[src/rtl/cms_ctrl_axil_bridge_if.sv]
`default_nettype none
// ============================================================================
// cms_ctrl_axil_bridge_if : AXI4-Lite bus bundle for the CMS control bridge.
// Rev 1.0
// ============================================================================
interface cms_ctrl_axil_bridge_if #(
  parameter int AXIL_ADDR_WIDTH = 6
);
  logic [AXIL_ADDR_WIDTH-1:0] awaddr;
  logic                       awvalid;
  logic                       awready;
  logic [31:0]                wdata;
  logic [3:0]                 wstrb;
  logic                       wvalid;
  logic                       wready;
  logic [1:0]                 bresp;
  logic                       bvalid;
  logic                       bready;
  logic [AXIL_ADDR_WIDTH-1:0] araddr;
  logic                       arvalid;
  logic                       arready;
  logic [31:0]                rdata;
  logic [1:0]                 rresp;
  logic                       rvalid;
  logic                       rready;

  modport master (
    output awaddr, awvalid, wdata, wstrb, wvalid, bready, araddr, arvalid, rready,
    input  awready, wready, bresp, bvalid, arready, rdata, rresp, rvalid
  );

  modport slave (
    input  awaddr, awvalid, wdata, wstrb, wvalid, bready, araddr, arvalid, rready,
    output awready, wready, bresp, bvalid, arready, rdata, rresp, rvalid
  );
endinterface
`default_nettype wire

[src/rtl/cms_ctrl_axil_bridge.sv]
`default_nettype none
// ============================================================================
// cms_ctrl_axil_bridge : AXI4-Lite slave staging 64-bit CMS control writes.
// Macro CMS_CTRL_ADDR_CHECK_EN rejects ADDR_GO above MAX_CTRL_ADDR.  Rev 1.0
// ============================================================================
module cms_ctrl_axil_bridge #(
  parameter int AXIL_ADDR_WIDTH = 6,
  parameter int CTRL_ADDR_WIDTH = 8,
  parameter int CTRL_DATA_WIDTH = 64,
  parameter int MAX_CTRL_ADDR   = 22
) (
  input  logic                       clk,
  input  logic                       rst_n,
  cms_ctrl_axil_bridge_if.slave      s_axi,
  output logic [CTRL_ADDR_WIDTH-1:0] ctrl_addr,
  output logic [CTRL_DATA_WIDTH-1:0] ctrl_wdata,
  output logic                       ctrl_write_enable
);

  localparam logic [1:0] c_resp_okay   = 2'b00;
  localparam logic [1:0] c_resp_slverr = 2'b10;

  localparam logic [0:0] c_w_idle = 1'b0;
  localparam logic [0:0] c_w_resp = 1'b1;
  localparam logic [0:0] c_r_idle = 1'b0;
  localparam logic [0:0] c_r_data = 1'b1;

  localparam logic [1:0] c_reg_data_lo = 2'd0;
  localparam logic [1:0] c_reg_data_hi = 2'd1;
  localparam logic [1:0] c_reg_addr_go = 2'd2;

  if (CTRL_DATA_WIDTH != 64) begin : g_bad_data_width
    $error("CTRL_DATA_WIDTH must be 64 (two 32-bit halves)");
  end
  if (AXIL_ADDR_WIDTH < 5 || CTRL_ADDR_WIDTH > 32 ||
      MAX_CTRL_ADDR >= (1 << CTRL_ADDR_WIDTH)) begin : g_bad_addr_cfg
    $error("inconsistent address parameters");
  end

  logic [0:0]                 w_state_q, w_state_d;
  logic [0:0]                 r_state_q, r_state_d;
  logic [31:0]                data_lo_q, data_lo_d;
  logic [31:0]                data_hi_q, data_hi_d;
  logic [31:0]                issue_count_q, issue_count_d;
  logic [CTRL_ADDR_WIDTH-1:0] ctrl_addr_q, ctrl_addr_d;
  logic [CTRL_DATA_WIDTH-1:0] ctrl_wdata_q, ctrl_wdata_d;
  logic                       strobe_q, strobe_d;
  logic [1:0]                 bresp_q, bresp_d;
  logic [31:0]                rdata_q, rdata_d;
  logic [1:0]                 rresp_q, rresp_d;

  logic       wr_fire;
  logic       rd_fire;
  logic       wr_unmapped;
  logic       rd_unmapped;
  logic [1:0] wr_reg;
  logic [1:0] rd_reg;
  logic       go_addr_ok;
  logic       unused_addr_lsbs;

  assign wr_reg           = s_axi.awaddr[3:2];
  assign rd_reg           = s_axi.araddr[3:2];
  assign wr_unmapped      = |s_axi.awaddr[AXIL_ADDR_WIDTH-1:4];
  assign rd_unmapped      = |s_axi.araddr[AXIL_ADDR_WIDTH-1:4];
  assign unused_addr_lsbs = ^{s_axi.awaddr[1:0], s_axi.araddr[1:0]};

  // Both channels are taken in the same cycle, and only from idle, so a
  // pending response always blocks the next write.
  assign wr_fire = (w_state_q == c_w_idle) && s_axi.awvalid && s_axi.wvalid;
  assign rd_fire = (r_state_q == c_r_idle) && s_axi.arvalid;

`ifdef CMS_CTRL_ADDR_CHECK_EN
  assign go_addr_ok = (32'(s_axi.wdata[CTRL_ADDR_WIDTH-1:0]) <= 32'(MAX_CTRL_ADDR));
`else
  assign go_addr_ok = 1'b1;
`endif

  function automatic logic [31:0] merge_bytes(input logic [31:0] old_v,
                                              input logic [31:0] new_v,
                                              input logic [3:0]  be);
    logic [31:0] m;
    m = old_v;
    for (int i = 0; i < 4; i++) begin
      if (be[i]) m[8*i +: 8] = new_v[8*i +: 8];
    end
    return m;
  endfunction

  // State registers
  always_ff @(posedge clk or negedge rst_n) begin
    if (!rst_n) begin
      w_state_q <= c_w_idle;
      r_state_q <= c_r_idle;
    end else begin
      w_state_q <= w_state_d;
      r_state_q <= r_state_d;
    end
  end

  // Next-state logic
  always_comb begin
    w_state_d = w_state_q;
    case (w_state_q)
      c_w_idle: if (wr_fire)      w_state_d = c_w_resp;
      default:  if (s_axi.bready) w_state_d = c_w_idle;
    endcase
  end

  always_comb begin
    r_state_d = r_state_q;
    case (r_state_q)
      c_r_idle: if (rd_fire)      r_state_d = c_r_data;
      default:  if (s_axi.rready) r_state_d = c_r_idle;
    endcase
  end

  // Output logic
  always_comb begin
    s_axi.awready     = wr_fire;
    s_axi.wready      = wr_fire;
    s_axi.bvalid      = (w_state_q == c_w_resp);
    s_axi.bresp       = bresp_q;
    s_axi.arready     = rd_fire;
    s_axi.rvalid      = (r_state_q == c_r_data);
    s_axi.rdata       = rdata_q;
    s_axi.rresp       = rresp_q;
    ctrl_addr         = ctrl_addr_q;
    ctrl_wdata        = ctrl_wdata_q;
    ctrl_write_enable = strobe_q;
  end

  // Write datapath; the count advances after the strobe cycle so a read
  // landing on the strobe sees the pre-increment value.
  always_comb begin
    data_lo_d     = data_lo_q;
    data_hi_d     = data_hi_q;
    ctrl_addr_d   = ctrl_addr_q;
    ctrl_wdata_d  = ctrl_wdata_q;
    bresp_d       = bresp_q;
    strobe_d      = 1'b0;
    issue_count_d = issue_count_q + {31'd0, strobe_q};
    if (wr_fire) begin
      bresp_d = c_resp_okay;
      if (wr_unmapped) begin
        bresp_d = c_resp_slverr;
      end else begin
        case (wr_reg)
          c_reg_data_lo: data_lo_d = merge_bytes(data_lo_q, s_axi.wdata, s_axi.wstrb);
          c_reg_data_hi: data_hi_d = merge_bytes(data_hi_q, s_axi.wdata, s_axi.wstrb);
          c_reg_addr_go: begin
            if (s_axi.wstrb[0]) begin
              if (go_addr_ok) begin
                ctrl_addr_d  = s_axi.wdata[CTRL_ADDR_WIDTH-1:0];
                ctrl_wdata_d = {data_hi_q, data_lo_q};
                strobe_d     = 1'b1;
              end else begin
                bresp_d = c_resp_slverr;
              end
            end
          end
          default: bresp_d = c_resp_slverr;
        endcase
      end
    end
  end

  // Read datapath samples current register values, so a same-cycle write
  // is not visible to the read.
  always_comb begin
    rdata_d = rdata_q;
    rresp_d = rresp_q;
    if (rd_fire) begin
      rdata_d = '0;
      rresp_d = c_resp_okay;
      if (rd_unmapped) begin
        rresp_d = c_resp_slverr;
      end else begin
        case (rd_reg)
          c_reg_data_lo: rdata_d = data_lo_q;
          c_reg_data_hi: rdata_d = data_hi_q;
          c_reg_addr_go: rdata_d = 32'(ctrl_addr_q);
          default:       rdata_d = issue_count_q;
        endcase
      end
    end
  end

  always_ff @(posedge clk or negedge rst_n) begin
    if (!rst_n) begin
      data_lo_q     <= '0;
      data_hi_q     <= '0;
      issue_count_q <= '0;
      ctrl_addr_q   <= '0;
      ctrl_wdata_q  <= '0;
      strobe_q      <= 1'b0;
      bresp_q       <= c_resp_okay;
      rdata_q       <= '0;
      rresp_q       <= c_resp_okay;
    end else begin
      data_lo_q     <= data_lo_d;
      data_hi_q     <= data_hi_d;
      issue_count_q <= issue_count_d;
      ctrl_addr_q   <= ctrl_addr_d;
      ctrl_wdata_q  <= ctrl_wdata_d;
      strobe_q      <= strobe_d;
      bresp_q       <= bresp_d;
      rdata_q       <= rdata_d;
      rresp_q       <= rresp_d;
    end
  end

endmodule
`default_nettype wire

[src/flat_wrapper.sv]
// flat-port wrapper written by rule: the top's interface ports become plain ports
module cms_ctrl_axil_bridge_flat 
#(
  parameter int AXIL_ADDR_WIDTH = 6,
  parameter int CTRL_ADDR_WIDTH = 8,
  parameter int CTRL_DATA_WIDTH = 64,
  parameter int MAX_CTRL_ADDR   = 22
)
  (clk, rst_n, ctrl_addr, ctrl_wdata, ctrl_write_enable, s_axi_awaddr, s_axi_awvalid, s_axi_wdata, s_axi_wstrb, s_axi_wvalid, s_axi_bready, s_axi_araddr, s_axi_arvalid, s_axi_rready, s_axi_awready, s_axi_wready, s_axi_bresp, s_axi_bvalid, s_axi_arready, s_axi_rdata, s_axi_rresp, s_axi_rvalid);
  cms_ctrl_axil_bridge_if #(.AXIL_ADDR_WIDTH(AXIL_ADDR_WIDTH)) s_axi_i ();
  input  logic clk;
  input  logic rst_n;
  output logic [CTRL_ADDR_WIDTH-1:0] ctrl_addr;
  output logic [CTRL_DATA_WIDTH-1:0] ctrl_wdata;
  output logic ctrl_write_enable;
  input wire logic [$bits(s_axi_i.awaddr)-1:0] s_axi_awaddr;
  input wire logic [$bits(s_axi_i.awvalid)-1:0] s_axi_awvalid;
  input wire logic [$bits(s_axi_i.wdata)-1:0] s_axi_wdata;
  input wire logic [$bits(s_axi_i.wstrb)-1:0] s_axi_wstrb;
  input wire logic [$bits(s_axi_i.wvalid)-1:0] s_axi_wvalid;
  input wire logic [$bits(s_axi_i.bready)-1:0] s_axi_bready;
  input wire logic [$bits(s_axi_i.araddr)-1:0] s_axi_araddr;
  input wire logic [$bits(s_axi_i.arvalid)-1:0] s_axi_arvalid;
  input wire logic [$bits(s_axi_i.rready)-1:0] s_axi_rready;
  output wire logic [$bits(s_axi_i.awready)-1:0] s_axi_awready;
  output wire logic [$bits(s_axi_i.wready)-1:0] s_axi_wready;
  output wire logic [$bits(s_axi_i.bresp)-1:0] s_axi_bresp;
  output wire logic [$bits(s_axi_i.bvalid)-1:0] s_axi_bvalid;
  output wire logic [$bits(s_axi_i.arready)-1:0] s_axi_arready;
  output wire logic [$bits(s_axi_i.rdata)-1:0] s_axi_rdata;
  output wire logic [$bits(s_axi_i.rresp)-1:0] s_axi_rresp;
  output wire logic [$bits(s_axi_i.rvalid)-1:0] s_axi_rvalid;
  assign s_axi_i.awaddr = s_axi_awaddr;
  assign s_axi_i.awvalid = s_axi_awvalid;
  assign s_axi_i.wdata = s_axi_wdata;
  assign s_axi_i.wstrb = s_axi_wstrb;
  assign s_axi_i.wvalid = s_axi_wvalid;
  assign s_axi_i.bready = s_axi_bready;
  assign s_axi_i.araddr = s_axi_araddr;
  assign s_axi_i.arvalid = s_axi_arvalid;
  assign s_axi_i.rready = s_axi_rready;
  assign s_axi_awready = s_axi_i.awready;
  assign s_axi_wready = s_axi_i.wready;
  assign s_axi_bresp = s_axi_i.bresp;
  assign s_axi_bvalid = s_axi_i.bvalid;
  assign s_axi_arready = s_axi_i.arready;
  assign s_axi_rdata = s_axi_i.rdata;
  assign s_axi_rresp = s_axi_i.rresp;
  assign s_axi_rvalid = s_axi_i.rvalid;
  cms_ctrl_axil_bridge #(.AXIL_ADDR_WIDTH(AXIL_ADDR_WIDTH), .CTRL_ADDR_WIDTH(CTRL_ADDR_WIDTH), .CTRL_DATA_WIDTH(CTRL_DATA_WIDTH), .MAX_CTRL_ADDR(MAX_CTRL_ADDR)) u_core (.clk(clk), .rst_n(rst_n), .s_axi(s_axi_i), .ctrl_addr(ctrl_addr), .ctrl_wdata(ctrl_wdata), .ctrl_write_enable(ctrl_write_enable));
endmodule
[config.mk]
export PLATFORM = sky130hd
export DESIGN_NAME = cms_ctrl_axil_bridge_flat
export DESIGN_NICKNAME = d
export VERILOG_FILES = /design/src/rtl/cms_ctrl_axil_bridge_if.sv /design/src/rtl/cms_ctrl_axil_bridge.sv /design/src/flat_wrapper.sv
export SDC_FILE = /design/constraint.sdc
export NUM_CORES = 1
export LEC_CHECK = 0
export ABC_AREA = 0
export CAP_MARGIN = 20
export CORE_MARGIN = 3
export CORE_UTILIZATION = 50
export CTS_BUF_LIST = sky130_fd_sc_hd__clkbuf_8
export DETAILED_ROUTE_END_ITERATION = 8
export PLACE_DENSITY = 0.74
export SLEW_MARGIN = 20
export SYNTH_ARGS = -nofsm -noshare
export SYNTH_HDL_FRONTEND = slang
export SYNTH_SLANG_ARGS = --single-unit
[constraint.sdc]
create_clock -name clk -period 2.55 [get_ports clk]
set_input_delay 0.255 -clock clk [delete_from_list [all_inputs] [get_ports clk]]
set_output_delay 0.255 -clock clk [all_outputs]
set_load 0.005 [all_outputs]
==> results of run 1 <==
## metal layers
metal	global-route usage, %	wire, um
met2	35.9	9910
met5	0	13
met3	5.26	1430
met4	5.93	331
met1	27.9	8190
## worst max-delay path by stage
stage	startpoint	to	slack, ns	cells past startpoint
2_1_floorplan	u_core.ctrl_write_enable	u_core.issue_count_q[28]	0.89	7
3_3_place_gp	s_axi_wvalid	u_core.data_hi_q[19]	0.42	5
3_5_place_dp	s_axi_wvalid	u_core.data_hi_q[17]	0.35	5
4_1_cts	u_core.s_axi.bvalid	s_axi_awready	0.41	3
5_1_grt	u_core.s_axi.bvalid	s_axi_wready	0.34	3
6_report	u_core.s_axi.bvalid	s_axi_awready	0.43	3
## timing repair
item,4_1_cts,5_1_grt
hold buffers,1,0
resized for setup,0,0
hold endpoints to repair,55,0
## cell usage after synthesis (all sizes together)
cell type / count
nor3: 12
and3: 1
nand3: 12
nor3b: 4
xor2: 17
o21ai: 25
and4: 5
nand4: 12
and2: 4
xnor2: 13
buf: 20
clkbuf: 10
a31oi: 1
nor4: 2
a211oi: 1
nand2: 37
ha: 2
conb: 1
inv: 9
a22o: 32
mux2: 136
nor2b: 1
nand3b: 1
dfrtp: 205
mux2i: 23
nor2: 11
mux4: 8
## cell type report
cell class	count	area, um^2	area share, %
Sequential cell	205	5130	46.0
Multi-Input combinational cell	362	3290	29.5
Timing Repair Buffer	180	1800	16.1
Clock buffer	42	578	5.18
Tap cell	220	275	2.47
Clock inverter	13	57.6	0.516
Inverter	9	33.8	0.303
## sequential cells by signal (all words and copies together), names as in the netlist
| name | cells |
|---|---|
| u_core.ctrl_addr | 8 |
| u_core.ctrl_wdata | 64 |
| u_core.ctrl_write_enable | 1 |
| u_core.data_hi_q | 32 |
| u_core.data_lo_q | 32 |
| u_core.issue_count_q | 32 |
| u_core.s_axi.bresp | 1 |
| u_core.s_axi.bvalid | 1 |
| u_core.s_axi.rdata | 32 |
| u_core.s_axi.rresp | 1 |
| u_core.s_axi.rvalid | 1 |
## layout by cell type, fill, tap and decap left out, types with 3 or more instances in the layout
cell	instances
mux2i_1	23
nor3b_1	3
nand2_1	36
and2_1	4
nor2_1	10
nand4_1	9
nand4_4	3
clkdlybuf4s50_1	160
inv_1	17
xor2_1	17
o21ai_0	25
xnor2_1	13
dfrtp_1	205
a22o_1	32
mux4_2	8
nor3_1	11
mux2_2	131
clkinv_2	4
buf_12	3
nand3_2	7
and4_1	4
buf_4	14
nand3_1	5
mux2_1	5
clkbuf_8	43
## logic make-up after synthesis
family,count (synthesis),share of synthesized area [%]
buf+inv,39,2.72
compound gates,59,4.85
other cells,1,0.0434
flops,205,59.3
mux,167,22.5
simple gates,102,7.26
xor+xnor,30,3.04
fa+ha+maj,2,0.289
## power by group through the flow
stage	logic (W)	registers, W	clock network [W]
finish	0.000691	0.00359	0.00271
global route	0.000755	0.00361	0.00294
CTS	0.000704	0.00359	0.00279
detailed placement	0.000699	0.00364	0
global placement	0.000674	0.00363	0
floorplan	0.000306	0.00360	0
## per-stage QoR
step	hold WS (ns)	setup slack (ns)	cell area, um^2	util [%]	total power, W
final	0.299	0.426	11200	66.6	0.00699
after global placement	0.256	0.420	10500	62.7	0.00430
after global routing	0.304	0.335	11200	66.6	0.00731
after detailed placement	0.263	0.353	10500	62.7	0.00434
after floorplan	-0.0406	0.893	8650	-	0.00391
after CTS	0.285	0.406	11200	66.6	0.00708
==> impl_metrics.yaml, run 1 <==
place:
  portBuffers: 162
  dp.cells: 975
  routabilityCongestion: 0.808
  dp_hpwl_um: 13400
detailed_routing:
  wl_per_cell_um: 19.3
  via_count: 5648
  ant_nets: 0
  firstDrtPassIters: 5
  drt_iter0_markers: 238
  viasPerCell: 5.48
  route.detailed.drc: 0
  wl_um: 19900
setup_path:
  reg2reg_to: "u_core.issue_count_q[20]"
  r2r_cells: 6
  cp-end-kind: "primary output"
  r2r_slack_ns: 0.57
  worstPathArrival_ns: 1.87
  critPathMaxStageDelay_ns: 0.56
  crit_slowest_cell: "clkdlybuf4s50_1"
  timing.rr.start: "u_core.ctrl_write_enable"
  critPathTopFamily: "buffers and inverters"
  cp_max_fo: 6
  cp.required_ns: 2.30
  crit_path_cell_trace: "nand3b_4, inv_1, clkdlybuf4s50_1"
  crit_type: "reg -> out"
  path_buf_inv: 2
  worstSetupStartpointType: "flop"
finish:
  antenna_cells: 0
  area_growth_pct: 29.1
  drive_gt1_share_pct: 27.5
  nFillCells: 1249
  nets: 849
  layoutNonFillerInstCount: 1031
timing:
  setup_viol: 0
  drv_slew: 0
  post-route-period-util_pct: 83.3
  max_freq_ghz: 0.471
  setup_tns_ns: 0
  post-route-min-period_ns: 2.12
  hold_violations: 0
  rsz0062_at_grt: "false"
  skew_ns: 0.0228
die:
  initial_utilization_pct: 51.6
  fp.dieH_um: 137
  die_x_um: 137
  core_area_um2: 16800
  dieArea_um2: 18900
  ios: 169
  row_count: 47
clock_tree:
  htree_levels: 2
  cts_tree: "built"
  clk_latency_ns: 0.51
  cts.path.max_buffers: 3
  cts_setup_buffers: 0
  cts_buffers: 34
  cts_root_buf: "clkbuf_8"
  clk_pin_slew_ns: 0.07
  cts.sinks: 205
pwr:
  p_sw_w: 0.00166
  power.density_nw_per_um2: 626
  pwr-share-clk_pct: 38.8
  pwr-share-seq_pct: 51.3
  p_leak_nw: 5.36
  netSwitchingFraction_pct: 23.7
  share_comb_of_total_power_pct: 9.9
  vdd_drop_max_mv: 0.399
  power.internal_w: 0.00533
yosys:
  ys_top_cells_by_area: "dfrtp_1 59%, mux2_2 17%, a22o_1 3.2%"
  yosys.cell_types.count: 36
  synth_area_per_cell_um2: 14.3
  synthesis.area_um2: 8650
  netlist_instances: 605
  synth.top_cell.area_share_pct: 59.3
  synth-seq-cells: 205
  yosys.area.top_type: "dfrtp_1"
  ys_seq_area_share_pct: 59.3
  synth_warnings: 0
global_route:
  overflow: 0
  grt_max_degree: 74
  antenna_found_initial: 1
  grt_pass1_wl_um: 31900
  grt_pass1_vias: 6146
  grt_usage_pct: 21.4
outcome:
  status: "completed"
job:
  drv_cap: 0
worst_hold_path:
  hold_class: "in -> async"
Power figures use the tool's default switching activity.
==> run 2, diff against run 1 <==
Settings changed: CORE_UTILIZATION 50 to 48.
Clock period 2.55 ns to 1.9 ns, I/O delays scaled along.
==> run 2 against run 1 <==
Effect of this change: via count increased by 0.25%; total power rose by 38%; cell count rose by 2.1%; register-to-register slack worse by 0.52 ns; die area grew 4.0%; hold slack got worse by 0.058 ns; flip-flop and latch count stayed put; clock power rose by 44%; clock skew fell by 0.014 ns; worst setup slack worse by 0.37 ns; first-iteration DRC count is 16% higher; sequential power rose by 34%; largest power group unchanged.
==> impl_metrics.yaml, run 2 (synthesized netlist as in run 1, its figures left out) <==
pwr:
  vdd_drop_max_mv: 0.616
  share_comb_of_total_power_pct: 9.8
  pwr-share-seq_pct: 49.8
  p_leak_nw: 5.52
  power.density_nw_per_um2: 846
  pwr-share-clk_pct: 40.3
  power.internal_w: 0.00741
  p_sw_w: 0.00226
  netSwitchingFraction_pct: 23.4
clock_tree:
  cts_root_buf: "clkbuf_8"
  cts.path.max_buffers: 3
  cts.sinks: 205
  clk_pin_slew_ns: 0.06
  htree_levels: 2
  cts_buffers: 35
  cts_tree: "built"
  clk_latency_ns: 0.50
global_route:
  gr-usage-met3_pct: 5.39
  grt_usage_pct: 20.9
  grt_pass1_vias: 6266
  grt_pass1_wl_um: 33000
  met1_usage_pct: 27.0
  use_met2_pct: 34.7
  overflow: 0
  grt.busiest_layer: "met2"
  grt_max_degree: 69
  antenna_found_initial: 2
setup_path:
  worstSetupStartpointType: "flop"
  critPathMaxStageDelay_ns: 0.39
  worstPathArrival_ns: 2.23
  crit_path_cell_trace: "nand3b_4, buf_4, nor3b_2, buf_4, nand3_2, mux2_2"
  cp-end-kind: "flop"
  crit_type: "reg -> reg"
  critPathTopFamily: "simple AND/OR/NAND/NOR gates"
  cp_common_cell: "buf_4"
  path_buf_inv: 2
  cp.required_ns: 2.28
  cp_max_fo: 8
  crit_slowest_cell: "dfrtp_1"
timing:
  worst_pin_slew_ns: 0.573
  hold_violations: 0
  post-route-min-period_ns: 1.85
  skew_ns: 0.00866
  relSlewSlack_pct: 61.8
  post-route-period-util_pct: 97.2
  drv_slew: 0
  max_freq_ghz: 0.541
  setup_viol: 0
die:
  die_x_um: 140
  ios: 169
  fp.dieH_um: 140
  row_count: 48
  core_area_um2: 17500
  dieArea_um2: 19700
  initial_utilization_pct: 49.5
place:
  routabilityCongestion: 0.823
  dp.cells: 989
  dpl-instance-area_um2: 10700
  dp_hpwl_um: 14000
  portBuffers: 162
detailed_routing:
  route.detailed.drc: 0
  drt_iter0_markers: 275
  ant_nets: 0
  via_count: 5662
  viasPerCell: 5.38
  wl_um: 20000
  firstDrtPassIters: 4
  wl_per_cell_um: 19.0
finish:
  drive_gt1_share_pct: 29.1
  nets: 863
  nFillCells: 1228
  antenna_cells: 0
  largest_reg_flops: 64
  final_common_cell: "dfrtp_1"
  area_growth_pct: 32.1
  layoutNonFillerInstCount: 1053
  final_cell_mix: "205 x dfrtp_1, 157 x clkdlybuf4s50_1, 131 x mux2_2, 45 x clkbuf_8, 35 x nand2_1"
  final_area_um2: 11400
worst_hold_path:
  hold_class: "in -> reg"
outcome:
  status: "completed"
job:
  drv_cap: 0
[run 2: through the flow]
stage / TNS [ns] / total power [W] / worst slack, ns / util (%) / hold WS [ns]
after global placement: 0 / 0.00580 / 0.0158 / 61.0 / 0.228
after detailed placement: -1.15 / 0.00585 / -0.0523 / 61.0 / 0.244
after CTS: 0 / 0.00980 / 0.0105 / 65.2 / 0.210
after floorplan: 0 / 0.00525 / 0.243 / - / -0.106
final: 0 / 0.00966 / 0.0523 / 65.3 / 0.241
after global routing: -0.000342 / 0.0101 / -0.000342 / 65.3 / 0.223
[run 2: power groups by stage]
stage	registers, W	clock network [W]	logic (W)
3_3_place_gp	0.00487	0	0.000925
6_report	0.00482	0.00389	0.000952
4_1_cts	0.00482	0.00401	0.000970
3_5_place_dp	0.00489	0	0.000958
5_1_grt	0.00485	0.00424	0.00104
2_1_floorplan	0.00484	0	0.000410
[run 2: what timing repair did]
| action | in CTS | in global routing |
|---|---|---|
| hold buffers | 1 | 0 |
| hold endpoints to repair | 63 | 0 |
| endpoints found under the setup margin | 3 | 10 |
| gates resized for setup | 3 | 4 |
| pin swaps | 0 | 0 |
| buffers inserted | 2 | 2 |
[run 2: path summary, 6_finish.rpt]
path / slack (ns) / cells after the start / endpoint / from
setup / recovery: 0.05 / 6 / u_core.data_hi_q[5] / u_core.s_axi.bvalid
hold / removal: 0.24 / 2 / u_core.s_axi.rvalid / s_axi_rready
setup reg to reg: 0.05 / 6 / u_core.data_hi_q[5] / u_core.s_axi.bvalid
hold reg to reg: 0.47 / 1 / u_core.issue_count_q[31] / u_core.issue_count_q[31]
max in group asynchronous: 1.02 / 3 / u_core.ctrl_wdata[54] / rst_n
min in group asynchronous: 0.27 / 2 / u_core.ctrl_wdata[20] / rst_n
[run 2: area by class of cell]
| cell class | count | area [um^2] | area share (%) |
|---|---|---|---|
| Sequential cell | 205 | 5130 | 44.9 |
| Multi-Input combinational cell | 362 | 3300 | 28.9 |
| Inverter | 9 | 37.5 | 0.329 |
| Clock inverter | 15 | 90.1 | 0.789 |
| Tap cell | 225 | 282 | 2.47 |
| Clock buffer | 44 | 606 | 5.30 |
| Timing Repair Buffer | 193 | 1980 | 17.3 |
[run 2: per-layer routing]
| metal | vias to the layer above | wire length (um) | part of all wire, % |
|---|---|---|---|
| met5 | - | 27 | 0.14 |
| met2 | 165 | 10100 | 51 |
| li1 | 2585 | - | - |
| met3 | 34 | 1080 | 5.4 |
| met4 | 4 | 453 | 2.3 |
| met1 | 2874 | 8310 | 42 |
[run 2: worst reg2reg max path, cell delays in order, from the launching register on]
cell and delay (ns):
dfrtp_1 0.39, nand3b_4 0.18, buf_4 0.16, nor3b_2 0.18, buf_4 0.18, nand3_2 0.26
mux2_2 0.37
==> run 3, diff against run 2 <==
Settings changed: CORE_UTILIZATION 48 to 50.
Clock period 1.9 ns to 2.15 ns, I/O delays scaled along.
==> run 3 against run 2 <==
Effect of this change: via count is 0.92% lower; non-clock buffer count is 14 lower; hold slack gained 0.047 ns; utilization is 1.6 points higher; sequential power fell by 12%; wire length fell by 0.52%; sequential share of layout area grew 0.82 points; global-route usage grew 0.37 points; die area fell by 3.8%; count of clock-buffer cells in the layout unchanged; critical path type is now reg -> out; largest cell class unchanged; largest power group unchanged.
==> impl_metrics.yaml, run 3 (synthesized netlist as in run 1, its figures left out) <==
setup_path:
  r2r_slack_ns: 0.25
  timing.rr.start: "u_core.ctrl_write_enable"
  cp-end-kind: "primary output"
  worstPathArrival_ns: 1.81
  crit_start: "u_core.s_axi.bvalid"
  crit_type: "reg -> out"
  worstSetupStartpointType: "flop"
  reg2reg_to: "u_core.issue_count_q[28]"
  cp.required_ns: 1.93
  r2r_cells: 6
  cp_max_fo: 6
place:
  routabilityCongestion: 0.796
  dp.cells: 974
  pre_cts_ws_ns: 0.0692
  portBuffers: 162
  dp_hpwl_um: 13400
finish:
  nFillCells: 1247
  final_common_cell: "dfrtp_1"
  multi_input_area_um2: 3290
  final_cell_mix: "205 x dfrtp_1, 160 x clkdlybuf4s50_1, 131 x mux2_2, 45 x clkbuf_8, 36 x nand2_1"
  largest_reg_flops: 64
  drive_gt1_share_pct: 28.1
  utilization_pct: 66.9
  nets: 848
  antenna_cells: 0
  area_growth_pct: 29.7
  layoutNonFillerInstCount: 1036
  register_area_um2: 5130
timing:
  drv_slew: 0
  post-route-period-util_pct: 94.1
  skew_ns: 0.0233
  post-route-min-period_ns: 2.02
  relSlewSlack_pct: 31.7
  setup_tns_ns: 0
  worst_pin_slew_ns: 1.02
  setup_viol: 0
  layout_setup_ws_ns: 0.127
  max_freq_ghz: 0.494
  rsz0062_at_grt: "false"
  hold_violations: 0
detailed_routing:
  firstDrtPassIters: 4
  drt_iter0_markers: 213
  route.detailed.drc: 0
  wl_um: 19900
  wl_per_cell_um: 19.2
  viasPerCell: 5.42
  via_count: 5610
  ant_nets: 0
clock_tree:
  cts_tree: "built"
  cts_setup_buffers: 0
  cts.path.max_buffers: 3
  cts_root_buf: "clkbuf_8"
  clk_latency_ns: 0.51
  cts.sinks: 205
  htree_levels: 2
  cts_buffers: 34
  clk_pin_slew_ns: 0.06
pwr:
  p_sw_w: 0.00201
  power.density_nw_per_um2: 751
  p_leak_nw: 5.38
  power.internal_w: 0.00641
  pwr-share-seq_pct: 50.5
  share_comb_of_total_power_pct: 9.7
  vdd_drop_max_mv: 0.428
  netSwitchingFraction_pct: 23.9
  pwr-share-clk_pct: 39.8
job:
  drv_cap: 0
global_route:
  antenna_found_initial: 1
  grt_pass1_vias: 6004
  grt_usage_pct: 21.3
  overflow: 0
  grt_pass1_wl_um: 31600
  grt_max_degree: 81
die:
  dieArea_um2: 18900
  initial_utilization_pct: 51.6
  fp.dieH_um: 137
  core_area_um2: 16800
  die_x_um: 137
  row_count: 47
  ios: 169
worst_hold_path:
  hold_class: "in -> async"
outcome:
  status: "completed"
==> run 3: cell count changes in the layout (fill, tap and decap cells not counted), moves of 3 or more <==
cell / delta
buf_12: -5
buf_4: -9
clkdlybuf4s50_1: +3
clkinv_2: +6
dlymetal6s2s_1: -3
==> run 3: area by class of cell <==
| type | instances | share of cell area (%) |
|---|---|---|
| clock buffer | 44 | 5.40 |
| sequential | 205 | 45.7 |
| timing repair buffer | 179 | 16.1 |
| multi-input combinational | 362 | 29.3 |
| clock inverter | 17 | 0.669 |
| tap | 220 | 2.45 |
| inverter | 9 | 0.335 |
==> run 3: power by group through the flow <==
stage                     combinational, W  sequential [W]  clock, W
final                             0.000819         0.00425   0.00335
after floorplan                   0.000362         0.00427         0
after CTS                         0.000836         0.00425   0.00344
after global routing              0.000899         0.00428   0.00363
after global placement            0.000799         0.00430         0
after detailed placement          0.000830         0.00432         0
==> run 3: layer usage <==
metal	vias up	global-route usage, %	wire length [um]
met3	30	5.59	1310
met4	2	6.60	365
li1	2543	-	-
met5	-	0	13
met2	157	34.7	9770
met1	2878	28.0	8410
==> run 3: how the worst max path moves through the flow <==
stage,end,cells after the start
after CTS,s_axi_wready,3
after floorplan,u_core.issue_count_q[28],7
after global routing,s_axi_awready,3
after detailed placement,u_core.s_axi.rdata[26],5
after global placement,u_core.s_axi.rdata[26],5
final,s_axi_wready,3
==> run 3: repair_timing <==
| action | 4_1_cts | 5_1_grt |
|---|---|---|
| hold buffers | 1 | 0 |
| gates resized for setup | 0 | 1 |
| setup endpoints to repair | 0 | 2 |
| endpoints found under the hold margin | 77 | 0 |
==> run 3: critical path: stages (launching register included) <==
cell and delay [ns]:
dfrtp_1 0.40, nand3b_4 0.21, clkinvlp_4 0.17, clkdlybuf4s50_1 0.52
==> run 3: through the flow <==
step           area (um^2)  hold slack [ns]  power, W
2_1_floorplan         8650          -0.0806   0.00464
4_1_cts              11200            0.253   0.00853
6_report             11200            0.288   0.00842
5_1_grt              11200            0.273   0.00880
3_5_place_dp         10500            0.294   0.00515
3_3_place_gp         10500            0.289   0.00510
==> patch: new RTL, flow settings as in run 3 <==
`CTRL_ADDR_WIDTH` is set to 8 in 2 places; all go to 7.
--- a/src/rtl/cms_ctrl_axil_bridge.sv
+++ b/src/rtl/cms_ctrl_axil_bridge.sv
@@ -7,3 +7,3 @@
   parameter int AXIL_ADDR_WIDTH = 6,
-  parameter int CTRL_ADDR_WIDTH = 8,
+  parameter int CTRL_ADDR_WIDTH = 7,
   parameter int CTRL_DATA_WIDTH = 64,
--- a/src/flat_wrapper.sv
+++ b/src/flat_wrapper.sv
@@ -4,3 +4,3 @@
   parameter int AXIL_ADDR_WIDTH = 6,
-  parameter int CTRL_ADDR_WIDTH = 8,
+  parameter int CTRL_ADDR_WIDTH = 7,
   parameter int CTRL_DATA_WIDTH = 64,
Ports: changed (resized ctrl_addr); port bits go from 169 to 168. The function was not compared with the original's and may differ.
==> patch against run 3 <==
  * Worst setup slack better by 77 ps
  * Sequential cell count down 1
  * Synthesized area down 2.1%
  * Non-clock buffer count up 11
  * Via count up 1.1%
  * Combinational power down 2%
  * Total power up 3.3%
  * Wire length down 1.9%
  * Final area about the same
  * Largest cell class unchanged
  * Highest routed layer unchanged
==> patch: results (changes against run 3) <==
** Yosys
- Commonest cells in the netlist :: 204 x sky130_fd_sc_hd__dfrtp_1, 135 x sky130_fd_sc_hd__mux2_2, 36 x sky130_fd_sc_hd__nand2_1
- The sequential-to-total area share from yosys stat is 0.603 (+0.00967).
- The count of different cell masters after synthesis was 37 (+2.8%).
- The synthesized instance count was 604 (-0.17%).
- The share of cell area taken by muxes after synthesis was 0.227 (+0.00242).

** Hold path
- The tightest min-delay check is of the input pin to flip-flop type.

** Routing
- Initial DRC Count :: 301 (+41%)
- The aggregate routed wire length came to 19.5 mm (-1.9%).
- The via total after detailed routing came to 5669 (+1.1%).

** STA
- Worst-case clock skew :: 30.4 ps (+7.10 ps)
- Relative slew slack :: 0.386 (+0.0689)
- Hold slack :: 234 ps (-54.2 ps)

** Layout
- The number of clock buffers in the layout came to 47 (+6.8%).
- Proportion of final cell area spent on non-clock buffers :: 0.166 (+0.00519)
- Fraction of final layout cells with drive strength greater than 1 :: 0.281 (about the same)
- Layout Area Growth over Synthesis :: 32.6%
- Final #Nets :: 860 (+1.4%)
- The non-clock buffer count in the final layout is 190 (+6.1%).
- The final standard cell area without fillers came to 0.0112 sq mm (about the same).

** Setup path
- The signal arrival time at the worst endpoint came to 2310 ps (+500 ps).
- Delay contributed by the slowest stage of the critical path :: 400 ps (-120 ps)
- The worst reg-to-reg setup slack came to 200 ps (-50 ps).
- Crit-path leading delay family :: simple AND/OR/NAND/NOR gates
- Endpoint of the most critical setup path :: u_core.issue_count_q[12]

** Placed design
- The cell count after placement is 978 (+0.41%).
- The placer's final routability congestion estimate is 0.818 (+2.7%).

** Run status
- The flow ran to the end, and the final reports show no timing, DRC or antenna violations.

** GRT
- The pin count of the biggest net entering global routing was 67 (-17%).
==> patch: changes by cell type after synthesis, sizes merged, moves of 2 or more <==
| cell | run 3 | this run |
|---|---|---|
| buf | 20 | 15 |
| and3 | 1 | 5 |
| clkbuf | 10 | 14 |
| nand3 | 12 | 15 |
| nor3 | 12 | 9 |
| and4 | 5 | 7 |
| nor3b | 4 | 2 |
| xnor2 | 13 | 15 |
| xor2 | 17 | 15 |
==> patch: timing repair <==
item,4_1_cts,5_1_grt
endpoints found under the setup margin,2,2
hold buffers,1,0
buffers inserted,3,0
endpoints found under the hold margin,62,0
resized for setup,0,3
==> patch: layer usage <==
| layer | vias to the layer above | wire length [um] | GRT usage |
|---|---|---|---|
| li1 | 2594 | - | - |
| met1 | 2882 | 8240 | 0.283 |
| met2 | 156 | 9580 | 0.360 |
| met3 | 35 | 1250 | 0.0570 |
| met4 | 2 | 415 | 0.0694 |
| met5 | - | 13 | 0 |
